**config.mk**
```make
export PLATFORM = sky130hd
export DESIGN_NAME = lsu_pe
export DESIGN_NICKNAME = d
export VERILOG_FILES = /design/src/rtl/cgra_pkg.sv /design/src/rtl/lsu_pe.sv
export SDC_FILE = /design/constraint.sdc
export NUM_CORES = 1
export LEC_CHECK = 0
export BUFFER_PORTS_ARGS = -buffer_cell sky130_fd_sc_hd__buf_2
export CAP_MARGIN = 25
export CORE_MARGIN = 5
export CORE_UTILIZATION = 28
export CTS_CLUSTER_SIZE = 8
export DETAILED_ROUTE_END_ITERATION = 6
export PLACE_DENSITY = 0.5
export SLEW_MARGIN = 30
export SYNTH_ARGS = -nofsm -noshare
export SYNTH_HDL_FRONTEND = slang
export SYNTH_SLANG_ARGS = --single-unit
export TNS_END_PERCENT = 5
```
**constraint.sdc**
```tcl
create_clock -name Clk -period 2.15 [get_ports Clk]
set_input_delay 0.43 -clock Clk [delete_from_list [all_inputs] [get_ports Clk]]
set_output_delay 0.43 -clock Clk [all_outputs]
set_load 0.01 [all_outputs]
```
**src/rtl/cgra_pkg.sv**
```systemverilog
// ============================================================================
// Module      : cgra_pkg
// Description : Shared CGRA processing-element opcodes and load/store FSM states.
// Revision    : 1.0 - initial release
// ============================================================================
`default_nettype none

package cgra_pkg;

    localparam logic [4:0] OPC_LOAD  = 5'b10010;
    localparam logic [4:0] OPC_STORE = 5'b10011;

    typedef enum logic [1:0] {
        IDLE = 2'd0,
        REQ  = 2'd1,
        WAIT = 2'd2,
        RESP = 2'd3
    } lsu_state_t;

    function automatic logic is_mem_op(input logic [4:0] opc);
        return (opc == OPC_LOAD) || (opc == OPC_STORE);
    endfunction

endpackage

`default_nettype wire

```
**src/rtl/lsu_pe.sv**
```systemverilog
// ============================================================================
// Module      : lsu_pe
// Description : PE load/store unit issuing one req/gnt/rvalid memory transaction
//               per LOAD/STORE command and returning load data to the ALU.
// Revision    : 1.0 - initial release
// ============================================================================
`default_nettype none

module lsu_pe
    import cgra_pkg::*;
#(
    parameter int DWIDTH  = 32,
    parameter int AWIDTH  = 32,
    parameter int TIMEOUT = 255
) (
    input  logic              Clk,
    input  logic              Reset,
    input  logic              Exec_En_Global,
    input  logic              LSU_En,
    input  logic [4:0]        Opcode,
    input  logic [DWIDTH-1:0] Addr_In,
    input  logic [DWIDTH-1:0] Store_Data_In,
    output logic              data_req_o,
    output logic [AWIDTH-1:0] data_addr_o,
    output logic              data_we_o,
    output logic [3:0]        data_be_o,
    output logic [DWIDTH-1:0] data_wdata_o,
    input  logic              data_gnt_i,
    input  logic              data_rvalid_i,
    input  logic [DWIDTH-1:0] data_rdata_i,
    output logic [31:0]       load_data_o,
    output logic              data_req_valid_o,
    output logic              busy_o,
    output logic              err_o
);

    // A zero TIMEOUT still needs a 1-bit counter to keep the declarations legal.
    localparam int                  c_WDOG_W    = (TIMEOUT > 0) ? $clog2(TIMEOUT + 1) : 1;
    localparam bit                  c_WDOG_EN   = (TIMEOUT > 0);
    localparam logic [c_WDOG_W-1:0] c_WDOG_LAST = c_WDOG_W'((TIMEOUT > 0) ? TIMEOUT - 1 : 0);

    lsu_state_t          r_state;
    lsu_state_t          w_state_nxt;
    logic [AWIDTH-1:0]   r_addr;
    logic [DWIDTH-1:0]   r_wdata;
    logic                r_we;
    logic [31:0]         r_load_data;
    logic                r_err;
    logic [c_WDOG_W-1:0] r_wdog;

    logic                w_accept;
    logic                w_capture;
    logic                w_timeout;
    logic                w_wdog_run;
    logic                w_unused;

    // Byte offset is dropped: the memory port is word-addressed.
    assign w_unused = ^Addr_In[1:0];

    always_comb begin
        w_state_nxt      = r_state;
        data_req_o       = 1'b0;
        data_be_o        = 4'b0000;
        data_req_valid_o = 1'b0;
        busy_o           = 1'b1;
        w_accept         = 1'b0;
        w_capture        = 1'b0;
        w_timeout        = 1'b0;
        w_wdog_run       = 1'b0;

        case (r_state)
            IDLE: begin
                busy_o = 1'b0;
                if (Exec_En_Global && LSU_En && is_mem_op(Opcode)) begin
                    w_accept    = 1'b1;
                    w_state_nxt = REQ;
                end
            end
            REQ: begin
                // The request stays up until granted, whatever the PE does meanwhile.
                data_req_o = 1'b1;
                data_be_o  = 4'b1111;
                if (data_gnt_i) begin
                    w_state_nxt = WAIT;
                end
            end
            WAIT: begin
                if (data_rvalid_i) begin
                    if (r_we) begin
                        w_state_nxt = IDLE;
                    end else begin
                        w_capture   = 1'b1;
                        w_state_nxt = RESP;
                    end
                end else if (c_WDOG_EN && (r_wdog == c_WDOG_LAST)) begin
                    w_timeout   = 1'b1;
                    w_state_nxt = IDLE;
                end else begin
                    w_wdog_run = 1'b1;
                end
            end
            RESP: begin
                data_req_valid_o = 1'b1;
                w_state_nxt      = IDLE;
            end
            default: begin
                w_state_nxt = IDLE;
            end
        endcase
    end

    always_ff @(posedge Clk or negedge Reset) begin
        if (!Reset) begin
            r_state     <= IDLE;
            r_addr      <= '0;
            r_wdata     <= '0;
            r_we        <= 1'b0;
            r_load_data <= '0;
            r_err       <= 1'b0;
            r_wdog      <= '0;
        end else begin
            r_state <= w_state_nxt;
            if (w_accept) begin
                r_addr  <= {Addr_In[AWIDTH-1:2], 2'b00};
                r_wdata <= Store_Data_In;
                r_we    <= (Opcode == OPC_STORE);
            end
            if (w_capture) begin
                r_load_data <= data_rdata_i[31:0];
            end
            if (w_timeout) begin
                r_err <= 1'b1;
            end
            // Counter only advances across consecutive silent WAIT cycles.
            if (w_wdog_run) begin
                r_wdog <= r_wdog + 1'b1;
            end else begin
                r_wdog <= '0;
            end
        end
    end

    assign data_addr_o  = r_addr;
    assign data_we_o    = r_we;
    assign data_wdata_o = r_wdata;
    assign load_data_o  = r_load_data;
    assign err_o        = r_err;

endmodule

`default_nettype wire
```
==> impl_metrics.ini <==
[setup_path]
reg2reg_slack_ns = 0.39
crit_fanout = 7
reg2reg_depth = 4
r2r_end = data_wdata_o[6]$_DFFE_PN0P_
worstSetupEndpoint = data_be_o[1]
r2r-start = r_state[0]$_DFFE_PN0P_
critPathLaunch = r_state[0]$_DFFE_PN0P_
critPathLaunchType = register
worstPathArrival_ns = 1.35
path_class = reg -> out
crit_path_end_kind = output port
critPathRequiredTime_ns = 1.72

[clock_network]
postCtsHoldBufs = 0
cts.htree.levels = 3
cts_buffer_depth = 2
cts_setup_buffers = 0
clock_sinks = 106
cts_resized = 0
cts_tree = built
clk_latency_ns = 0.34
cts_root_buf = clkbuf_16
clk_pin_slew_ns = 0.07
cts_made_buffers = 9

[routing]
ant_nets = 0
wire_per_inst_um = 14.9
vias_per_cell = 4.24
vias = 2810
first_pass_iters = 4
drt_iter0_markers = 75
drc = 0
wl_um = 9900

[sta]
fin_setup_tns_ns = 0
slew_headroom_pct = 65.3
period_needed_ns = 1.78
slew_violations = 0
skew_ns = 0.00386
rsz0062_at_grt = false
worst_slack_ns = 0.367
worst_pin_slew_ns = 0.519
fmax_mhz = 561
hold_violations = 0
finalSetupViolCount = 0
period_share_pct = 82.9

[run]
max-cap-violations = 0

[die]
row_count = 44
core_area_um2 = 14500
io_pins = 212
dieArea_um2 = 17400
start_util_pct = 28.7
die_x_um = 132
die_h_um = 132

[placed_design]
gp_congestion = 0.734
io_buffer_count = 207
post-place-ws_ns = 0.315
place_hpwl_um = 7640

[finish]
num_antenna_cells = 0
syn2layout_area_growth_pct = 36.7
fillers = 1435
fin_nets = 582
layout_common_cells = buf_2 (206), dfrtp_1 (106), mux2_2 (90), clkbuf_16 (9), nor2_1 (6)
layout-drive-gt1-share_pct = 68.6
mostFrequentLayoutCell = buf_2

[power]
max-vdd-ir-drop_mv = 0.423
leakage_nw = 3.01
power_density_nw_per_um2 = 1200

[min_path]
hold_class = in -> async

[synthesis]
ys_warn_count = 0
ys_ff_latch = 106
synthesis.area_um2 = 4160
syn_avg_cell_area_um2 = 15.7
yosysTopAreaCell = dfrtp_1
ys_seq_area_share_pct = 63.7
synth.top_cells.by_area = dfrtp_1 (64%), mux2_2 (24%), mux2_4 (1.8%)
yosysTopAreaCellShare_pct = 63.7
post_synth_num_cell_types = 32
syn_inst = 265

[global_routing]
gr-total-overflow = 0
grt_pass1_vias = 2993
grt_max_degree = 73
antenna_found_initial = 0
grt_pass1_wl_um = 16000
grt_util_all_layers_pct = 11.3

[outcome]
status = finished, final reports clean
-- per-stage QoR --
stage                     hold WS (ns)  power (mW)  cells  util (%)  instance area [um2]
final                           0.0893        6.81    662      39.2                 5690
after global routing             0.124        7.25    662      39.2                 5690
after CTS                        0.102        6.97    662      39.2                 5690
after detailed placement         0.474        5.35    646      37.2                 5400
after global placement           0.459        5.29    646      37.2                 5400
after floorplan                  0.134        4.26    266         -                 4170
-- where the power goes --
group	internal, mW	switching [mW]	total, mW
sequential	2.69	0.329	3.02
combinational	1.18	1.04	2.21
clock	0.853	0.722	1.57
-- cell usage after synthesis --
master / count
or3b_2: 1
inv_1: 5
o21bai_1: 1
buf_6: 3
buf_4: 8
nand4_4: 1
and2_1: 1
a211oi_1: 1
o31ai_1: 1
nand2_1: 5
nand3_1: 4
and3_1: 2
conb_1: 1
buf_2: 4
clkbuf_8: 1
nor2b_1: 1
a21oi_1: 3
a31oi_1: 3
ha_1: 2
mux2_4: 5
mux2_2: 90
or3_1: 1
nor2_1: 6
nand4_1: 1
xor2_1: 1
xnor2_1: 2
nor3_1: 1
dfrtp_1: 106
clkbuf_1: 1
nor4bb_1: 1
o21ai_0: 1
and4bb_2: 1
-- critical path, cell delays in order, from the launching register on --
cell and delay, ns:
dfrtp_1 0.44, nor2b_1 0.36, buf_2 0.21
-- per-layer routing --
metal	global-route usage [%]	share of wire, %	vias up	routed length, um
li1	-	-	1328	-
met1	12.8	39	1352	3890
met2	19.0	51	116	5000
met3	4.12	7.9	14	777
met4	4.97	2.3	0	231
met5	0	0	-	0
-- cells by family (layout without fill, tap and decap cells) --
logic type	count (synthesis)	count (layout)	synth area share (%)
simple gates	26	26	3.76
flops	106	106	63.7
mux	95	95	26.1
other cells	1	2	0.0901
xor+xnor	3	3	0.631
compound gates	10	10	1.47
fa+ha+maj	2	2	0.601
buf+inv	22	234	3.61
-- flip-flops by register name (all words and copies together) (netlist names) --
| register | flops |
|---|---|
| data_wdata_o | 32 |
| r_wdog | 8 |
| data_we_o | 1 |
| err_o | 1 |
| r_state | 2 |
| load_data_o | 32 |
| data_addr_o | 30 |
-- how the worst min path moves through the flow --
stage	startpoint	to	slack (ns)	cells past startpoint
final	Reset	data_addr_o[22]$_DFFE_PN0P_	0.09	2
after global routing	Reset	data_addr_o[27]$_DFFE_PN0P_	0.12	2
after CTS	Reset	data_addr_o[27]$_DFFE_PN0P_	0.10	2
after detailed placement	err_o$_DFFE_PN0P_	err_o$_DFFE_PN0P_	0.47	2
after global placement	err_o$_DFFE_PN0P_	err_o$_DFFE_PN0P_	0.46	2
after floorplan	Reset	data_addr_o[10]$_DFFE_PN0P_	0.13	0
-- final cells by class --
class	instances	area, um2	share of cell area, %
clock buffers	11	253	4.44
inverters	5	18.8	0.330
flip-flops and latches	106	2650	46.6
clock inverters	5	37.5	0.659
multi-input cells	138	1380	24.2
repair buffers	213	1120	19.7
well taps	184	230	4.04
No activity file was read; power rests on OpenSTA's default activity.
